$ cat config.mk
export PLATFORM = sky130hd
export DESIGN_NAME = ram_arbiter
export DESIGN_NICKNAME = d
export VERILOG_FILES = /design/src/rtl/ram_arbiter.sv
export SDC_FILE = /design/constraint.sdc
export NUM_CORES = 1
export LEC_CHECK = 0
export ABC_AREA = 1
export BUFFER_PORTS_ARGS = -buffer_cell sky130_fd_sc_hd__buf_4
export CAP_MARGIN = 20
export CORE_MARGIN = 4
export CORE_UTILIZATION = 51
export CTS_BUF_LIST = sky130_fd_sc_hd__clkbuf_8
export CTS_CLUSTER_SIZE = 16
export DETAILED_ROUTE_END_ITERATION = 10
export PLACE_DENSITY = 0.81
export SYNTH_ARGS = -nofsm -noshare
export SYNTH_HDL_FRONTEND = slang
export SYNTH_SLANG_ARGS = --single-unit
$ cat constraint.sdc
create_clock -name clk -period 2.05 [get_ports clk]
set_input_delay 0 -clock clk [delete_from_list [all_inputs] [get_ports clk]]
set_output_delay 0 -clock clk [all_outputs]
set_load 0.02 [all_outputs]
$ cat src/rtl/ram_arbiter.sv
// ram_arbiter
// Two-port arbiter/sequencer in front of a single-port ram.
// Port 0 (instruction fetch) and port 1 (load/store) each run a req/ack
// handshake. One access is granted at a time. It gets a one-cycle
// read/write strobe to the ram, then waits for the matching ready (bounded by
// `timeout`) and completes with a one-cycle ack (with err if the ram stayed
// silent).
//
// Ports:
//   clk, reset              clock, asynchronous active-high reset
//   mN_req/we/addr/wdata    port N request and operands (held until ack)
//   mN_rdata/ack/err        port N read data, completion pulse, timeout flag
//   ram_address/data_in     operands to the ram (held until the next grant)
//   ram_data_out            read data from the ram
//   ram_read/ram_write      one-cycle access strobes
//   ram_ready_r/ready_w     ram completion for read / write
module ram_arbiter #(
    parameter int size_addr = 8,
    parameter int timeout   = 15
) (
    input  logic                 clk,
    input  logic                 reset,
    input  logic                 m0_req,
    input  logic                 m0_we,
    input  logic [size_addr-1:0] m0_addr,
    input  logic [7:0]           m0_wdata,
    output logic [7:0]           m0_rdata,
    output logic                 m0_ack,
    output logic                 m0_err,
    input  logic                 m1_req,
    input  logic                 m1_we,
    input  logic [size_addr-1:0] m1_addr,
    input  logic [7:0]           m1_wdata,
    output logic [7:0]           m1_rdata,
    output logic                 m1_ack,
    output logic                 m1_err,
    output logic [size_addr-1:0] ram_address,
    output logic [7:0]           ram_data_in,
    input  logic [7:0]           ram_data_out,
    output logic                 ram_read,
    output logic                 ram_write,
    input  logic                 ram_ready_r,
    input  logic                 ram_ready_w
);

    typedef enum logic [1:0] {IDLE, ISSUE, WAIT, DONE} state_t;

    localparam logic [7:0] TMO = 8'(timeout);

    state_t     state_q;
    logic       gnt_q;    // port owning the access in flight
    logic       last_q;   // port granted most recently
    logic       we_q;     // direction of the access in flight
    logic [7:0] cnt_q;    // cycles spent in WAIT

    logic pick;
    logic sel_we;
    logic tgt_rdy;

    // On a tie the port that did not go last wins.
    always_comb begin
        pick = 1'b0;
        if (m0_req && m1_req) pick = ~last_q;
        else if (m1_req)      pick = 1'b1;
    end

    assign sel_we  = pick ? m1_we : m0_we;
    // Only the ready matching the direction of the access counts.
    assign tgt_rdy = we_q ? ram_ready_w : ram_ready_r;

    always_ff @(posedge clk or posedge reset) begin
        if (reset) begin
            state_q     <= IDLE;
            gnt_q       <= 1'b0;
            last_q      <= 1'b1;
            we_q        <= 1'b0;
            cnt_q       <= '0;
            m0_rdata    <= '0;
            m0_ack      <= 1'b0;
            m0_err      <= 1'b0;
            m1_rdata    <= '0;
            m1_ack      <= 1'b0;
            m1_err      <= 1'b0;
            ram_address <= '0;
            ram_data_in <= '0;
            ram_read    <= 1'b0;
            ram_write   <= 1'b0;
        end else begin
            case (state_q)
                IDLE: begin
                    if (m0_req || m1_req) begin
                        gnt_q       <= pick;
                        last_q      <= pick;
                        we_q        <= sel_we;
                        ram_address <= pick ? m1_addr  : m0_addr;
                        ram_data_in <= pick ? m1_wdata : m0_wdata;
                        ram_read    <= ~sel_we;
                        ram_write   <= sel_we;
                        state_q     <= ISSUE;
                    end
                end
                ISSUE: begin
                    ram_read  <= 1'b0;
                    ram_write <= 1'b0;
                    cnt_q     <= '0;
                    state_q   <= WAIT;
                end
                WAIT: begin
                    if (tgt_rdy) begin
                        if (!we_q) begin
                            if (gnt_q) m1_rdata <= ram_data_out;
                            else       m0_rdata <= ram_data_out;
                        end
                        if (gnt_q) m1_ack <= 1'b1;
                        else       m0_ack <= 1'b1;
                        state_q <= DONE;
                    end else begin
                        cnt_q <= cnt_q + 8'd1;
                        // cnt_q never exceeds timeout-1 here, so no wrap.
                        if (cnt_q + 8'd1 == TMO) begin
                            if (gnt_q) begin
                                m1_ack <= 1'b1;
                                m1_err <= 1'b1;
                            end else begin
                                m0_ack <= 1'b1;
                                m0_err <= 1'b1;
                            end
                            state_q <= DONE;
                        end
                    end
                end
                DONE: begin
                    // Requests are not sampled here so a port dropping req on
                    // its ack edge is not granted a second time.
                    m0_ack  <= 1'b0;
                    m0_err  <= 1'b0;
                    m1_ack  <= 1'b0;
                    m1_err  <= 1'b0;
                    state_q <= IDLE;
                end
                default: state_q <= IDLE;
            endcase
        end
    end

endmodule

* Word level (Yosys, flattened, before mapping) *
Cells that the tools add are included.

storage, ports and cells
  bits in latches = 0
  output and inout port bits = 38
  input port bits = 48
  register bits = 51
  memories kept = 0
  memory bits (read-only) = 0
  memory bits (writable) = 0

cells by class
  muxes and demuxes = 32
  eq/ne operators = 10
  reduce and logical (&&, ||, !) cells = 15
  div/mod/pow operators = 0
  multiply operators = 0
  shift-type cells = 0
  bitwise logic cells = 4
  order comparisons = 0
  $add $sub $neg = 1

operators with widths
  cell                                            number
  2-to-1 mux 8 bit                                3
  2-to-1 mux 1 bit                                18
  case mux 8 bit (2 select lines)                 1
  AND reduction 4 bit                             4
  case mux 1 bit (2 select lines)                 6
  != test 2 bit (second input constant)           5
  AND reduction 2 bit                             5
  adder 8 x 1 -> 8 bit (second input constant)    1
  == test 8 x 4 -> 1 bit (second input constant)  1
  case mux 2 bit (4 select lines)                 1
  2-to-1 mux 2 bit                                3
  nonzero test 2 bit                              3
  == test 2 bit (second input constant)           2
  inverter 1 bit                                  4
  != test 3 bit (second input constant)           1
  == test 2 x 1 -> 1 bit (second input constant)  1
  zero test 2 bit                                 1
  logical AND 1 bit                               1
  logical OR 1 bit                                1

* Longest topological paths before layout *
  depth in word-level cells = 6
  mapped depth = 11

* Least setup slack after synthesis *
OpenSTA, ideal clock, no wires.

  path type = flip-flop to flip-flop
  start point = register state_q[0]
  end point = register ram_address[0]
  library setup time = 0.121 ns
  cell stages (with the launch flop) = 10
  setup slack = 0.504 ns
  period minus slack after synthesis = 1.546 ns
  data arrival time = 1.425 ns
  path through = dfrtp_1 > inv_1 > ha_1 > inv_1 > a21oi_2 > inv_1 > buf_2 > buf_2 > nand2_1 > o21ai_1

on the way
  word-level cells in the longest chain between the ends = 2

RTL lines
  element                        RTL line  RTL
  from (decl)                    50        state_t state_q;
  from (signal assigned)         73        state_q <= IDLE;
  from (signal assigned)         99        state_q <= ISSUE;
  from (signal assigned)         106       state_q <= WAIT;
  zero test 2 bit                89        case (state_q)
  AND reduction 2 bit (no line)  n/a
  to (signal assigned)           95        ram_address <= pick ? m1_addr : m0_addr;
  to (decl)                      37        output logic [size_addr-1:0] ram_address,

No other way between the ends.
A chain may end at the register's enable or synchronous reset.

* Final worst setup path *
  start point = register state_q[0]
  end point = register ram_address[4]

Same word-level chain as after synthesis.

==> metrics.csv <==
stage,metric,value,unit
layout,Final Cell Area,3600,sq um
yosys,post-synth design cell area,2440,sq um
layout,number of cells in the finished layout apart from fillers,476,
setup_path,critical-path cell list,inv_1 > ha_4 > inv_1 > a21oi_2 > buf_6 > o21ai_0 > o21ai_0 > dlygate4sd3_1,
yosys,flip-flop and latch count after synthesis,51,
yosys,synthesized-area fraction occupied by adder cells,3.07,%
sta,crit share post-route,94.9,%
setup_path,critical-path cell with the highest stage delay,sky130_fd_sc_hd__dlygate4sd3_1,
yosys,leading register cell type out of synthesis,sky130_fd_sc_hd__dfrtp_1,
setup_path,RR Startpoint,state_q[0],
clock_network,clock slew at the register clock pins of the worst setup and hold paths,90,ps
status,run status,"complete, but fails checks",
power,Power Dens Cells,1390,nW/um^2
yosys,mux share of post-synthesis cell area,0.409,%
setup_path,endpoint kind of the worst setup timing path,flip-flop,
status,violated checks,hold timing,
yosys,Post-Synth Simple-Gate Area,23.2,%
detailed_routing,number of detailed-route iterations in the first pass,4,
global_route,first-pass GRT wire length,10900,microns
yosys,synth unique cells,26,
sta,Total Negative Setup Slacks,0,ps
yosys,Mapped Cells,298,
yosys,share of the synthesized netlist area taken by xor and xnor gates,0,%
setup_path,Worst Setup SP,state_q[0],
detailed_routing,routed length per placed instance,13.8,microns
yosys,number of warnings issued by yosys,0,
setup_path,Crit path required time,2300,ps
placement,placer's final routability congestion estimate,0.811,
sta,Max-Slew Margin vs Limit,58.0,%
detailed_routing,Vias per Instance,5.09,
setup_path,longest individual stage delay on the worst path,570,ps
global_route,number of global-route vias before repair,2400,
worst_hold_path,path category of the worst min-delay check,in -> reg,
sta,min cycle time layout,1940,ps
floorplanning,area of the core,4500,sq um
setup_path,WP data arrival,2190,ps
layout,layout cell share with drive strength beyond 1,29.0,%
clock_network,CTS HTree Levels,2,
layout,post-synthesis to final-layout area growth,47.2,%
yosys,top area cells in the synthesized netlist,"sky130_fd_sc_hd__dfrtp_1, sky130_fd_sc_hd__nand2_1, sky130_fd_sc_hd__o21ai_0",
clock_network,clock buffer count from CTS,5,
sta,Tightest Pin Transition,630,ps
detailed_routing,DR vias,2421,
layout,count of nets after finishing,477,
placement,Port Buffer Count,85,
yosys,largest area contributor in the synthesized netlist,sky130_fd_sc_hd__dfrtp_1,
job,maxcap violations,0,
power,"IR drop worst, VDD",866,uV
detailed_routing,DRT antenna net count,0,
detailed_routing,aggregate routed wire length,6560,microns
sta,setup repair after global routing missed its margin,false,
floorplanning,die outline width,77.2,microns
yosys,"Async S/R FF share, synth",100,%
floorplanning,overall die area,5970,sq um
clock_network,worst skew pair latency,300,ps
global_route,number of antenna violations at the first check in global routing,0,
clock_network,TritonCTS clock tree,done,
yosys,post-synth top area share,51.2,%
yosys,per-instance average area after synthesis,8.20,sq um
global_route,Total Routing Usage GR,22.7,%
setup_path,CP Class,reg -> reg,
setup_path,number of buffer and inverter stages on the critical path,4,
power,leakage power total,0.00187,uW
layout,diodes inserted,0,
sta,Final Slew Violations,0,
floorplanning,initial standard-cell utilization of the core,54.3,%
floorplanning,placement row count,24,
floorplanning,die outline height,77.2,microns
clock_network,buffer type at the clock tree root,sky130_fd_sc_hd__clkbuf_8,
placement,Placed Cells,432,
setup_path,type of origin of the critical path,flip-flop,
sta,final worst clock skew,5.64,ps
yosys,sequential share of the synthesized area,52.3,%
global_route,largest net degree at the start of global routing,52,
clock_network,clk sink count,51,
global_route,aggregate global routing overflow,0,
yosys,compound-cell area share of the yosys netlist,14.3,%
floorplanning,ports placed on the boundary,86,
yosys,Post-Syn Nets,352,
placement,final HPWL from detailed placement,4230,microns
sta,Hold Slack,-6.83,ps
setup_path,top fanout value on the critical path,10,
sta,endpoints failing setup,0,
worst_hold_path,hold_sp,m0_addr[6],
yosys,count of flip-flops with a built-in enable after synthesis,0,
yosys,dominant combinational cell family by area after synthesis,simple AND/OR/NAND/NOR gates,
setup_path,cell family contributing the most delay on the critical path,buffers and inverters,
placement,dpl cell area,3150,sq um
sta,count of endpoints failing hold in the final timing report,1,
detailed_routing,remaining design rule violation count,0,
clock_network,worst-case clock buffer depth,2,
detailed_routing,count of routing violations after the opening detailed-route iteration,181,
sta,Max Fclk,514,MHz
[per-layer routing]
layer | vias to the layer above | GRT usage (%) | share of wire (%)
li1 | 1201 | - | -
met3 | 12 | 7.14 | 8.4
met2 | 89 | 38.3 | 49
met4 | 0 | 6.76 | 1.6
met1 | 1119 | 27.7 | 41
met5 | - | 0 | 0
[synth_stat cells, types with 2 or more instances]
cell type / count
sky130_fd_sc_hd__nand2_1: 78
sky130_fd_sc_hd__ha_1: 6
sky130_fd_sc_hd__dfrtp_1: 50
sky130_fd_sc_hd__inv_1: 30
sky130_fd_sc_hd__o22ai_1: 2
sky130_fd_sc_hd__buf_2: 4
sky130_fd_sc_hd__inv_2: 5
sky130_fd_sc_hd__clkbuf_1: 2
sky130_fd_sc_hd__nand3_1: 17
sky130_fd_sc_hd__nand2_2: 5
sky130_fd_sc_hd__nor2_1: 25
sky130_fd_sc_hd__nor2_2: 2
sky130_fd_sc_hd__o21ai_1: 13
sky130_fd_sc_hd__o21ai_0: 46
sky130_fd_sc_hd__a21oi_2: 2
[flip-flops by register name, indices dropped and copies added, names as in the netlist]
signal       count
ram_data_in      8
state_q          2
m1_ack           1
m1_err           1
m0_ack           1
cnt_q            8
m1_rdata         8
gnt_q            1
we_q             1
last_q           1
m0_err           1
m0_rdata         8
ram_read         1
ram_address      8
ram_write        1
[stage by stage]
stage / util, % / setup slack, ps / total power (uW) / hold WS (ps)
CTS: 78.9 / 31.9 / 4900 / 0.123
global placement: 69.8 / 397 / 4170 / 214
detailed placement: 69.8 / 358 / 4240 / 213
finish: 79.9 / 105 / 5010 / -6.83
global route: 79.9 / 1.79 / 5410 / 20.6
floorplan: - / 504 / 3280 / 161
[worst reg2reg max path, cell delays in order (launching register included)]
cell                            delay [ps]
sky130_fd_sc_hd__dfrtp_1               420
sky130_fd_sc_hd__inv_1                 130
sky130_fd_sc_hd__ha_4                  170
sky130_fd_sc_hd__inv_1                  60
sky130_fd_sc_hd__a21oi_2               150
sky130_fd_sc_hd__buf_6                 160
sky130_fd_sc_hd__o21ai_0                80
sky130_fd_sc_hd__o21ai_0               150
sky130_fd_sc_hd__dlygate4sd3_1         570
[cells in the final DEF, fill, tap and decap left out]
cell type / netlist / layout
sky130_fd_sc_hd__a21oi_1: 1 / 1
sky130_fd_sc_hd__a21oi_2: 2 / 2
sky130_fd_sc_hd__a22o_1: 1 / 1
sky130_fd_sc_hd__buf_4: 0 / 92
sky130_fd_sc_hd__buf_6: 0 / 1
sky130_fd_sc_hd__clkbuf_8: 0 / 5
sky130_fd_sc_hd__clkinv_2: 0 / 2
sky130_fd_sc_hd__dfrtp_1: 50 / 50
sky130_fd_sc_hd__dfstp_2: 1 / 1
sky130_fd_sc_hd__dlygate4sd3_1: 0 / 32
sky130_fd_sc_hd__ha_1: 6 / 5
sky130_fd_sc_hd__ha_4: 0 / 1
sky130_fd_sc_hd__inv_1: 30 / 28
sky130_fd_sc_hd__inv_2: 5 / 7
sky130_fd_sc_hd__inv_6: 0 / 1
sky130_fd_sc_hd__mux2i_1: 1 / 1
sky130_fd_sc_hd__nand2_1: 78 / 78
sky130_fd_sc_hd__nand2_2: 5 / 5
sky130_fd_sc_hd__nand2_4: 1 / 1
sky130_fd_sc_hd__nand3_1: 17 / 17
sky130_fd_sc_hd__nand3_4: 1 / 1
sky130_fd_sc_hd__nand4_1: 1 / 1
sky130_fd_sc_hd__nor2_1: 25 / 25
sky130_fd_sc_hd__nor2_2: 2 / 2
sky130_fd_sc_hd__nor2_4: 1 / 1
sky130_fd_sc_hd__o21ai_0: 46 / 45
sky130_fd_sc_hd__o21ai_1: 13 / 14
sky130_fd_sc_hd__o21bai_2: 1 / 1
sky130_fd_sc_hd__o22ai_1: 2 / 2
sky130_fd_sc_hd__or2_1: 1 / 1
[power by group]
group          switching [uW]  internal, uW
registers                 321          1480
logic                    1530          1110
clock network             336           241
total                    2190          2830
[final cells by class]
class                   instances  area, sq um
clock buffers                   5         68.8
clock inverters                 3         18.8
fillers                       297          905
inverters                      35          131
multi-input cells             205         1020
flip-flops and latches         51         1280
well taps                      52         65.1
repair buffers                125         1020
[logic make-up (layout without fill, tap and decap cells)]
kind of cell | after synthesis | count (layout)
compound gates | 66 | 66
fa+ha+maj | 6 | 6
mux | 1 | 1
simple gates | 132 | 132
buf+inv | 42 | 168
flops | 51 | 51
[repair_timing]
action,CTS,global route
resized for setup,0,5
hold buffers,32,0
setup endpoints to repair,0,2
endpoints found under the hold margin,78,0
setup buffers,0,4
[final timing paths]
kind                                  endpoint  slack (ps)  cells after the start
worst max-delay path            ram_address[4]         110                      8
worst min-delay path            ram_address[6]          -7                      3
worst max register to register  ram_address[4]         110                      8
worst min register to register          last_q         470                      2
max in group asynchronous             cnt_q[3]        1200                      4
min in group asynchronous       ram_address[0]         420                      4
Power figures use the tool's default switching activity.
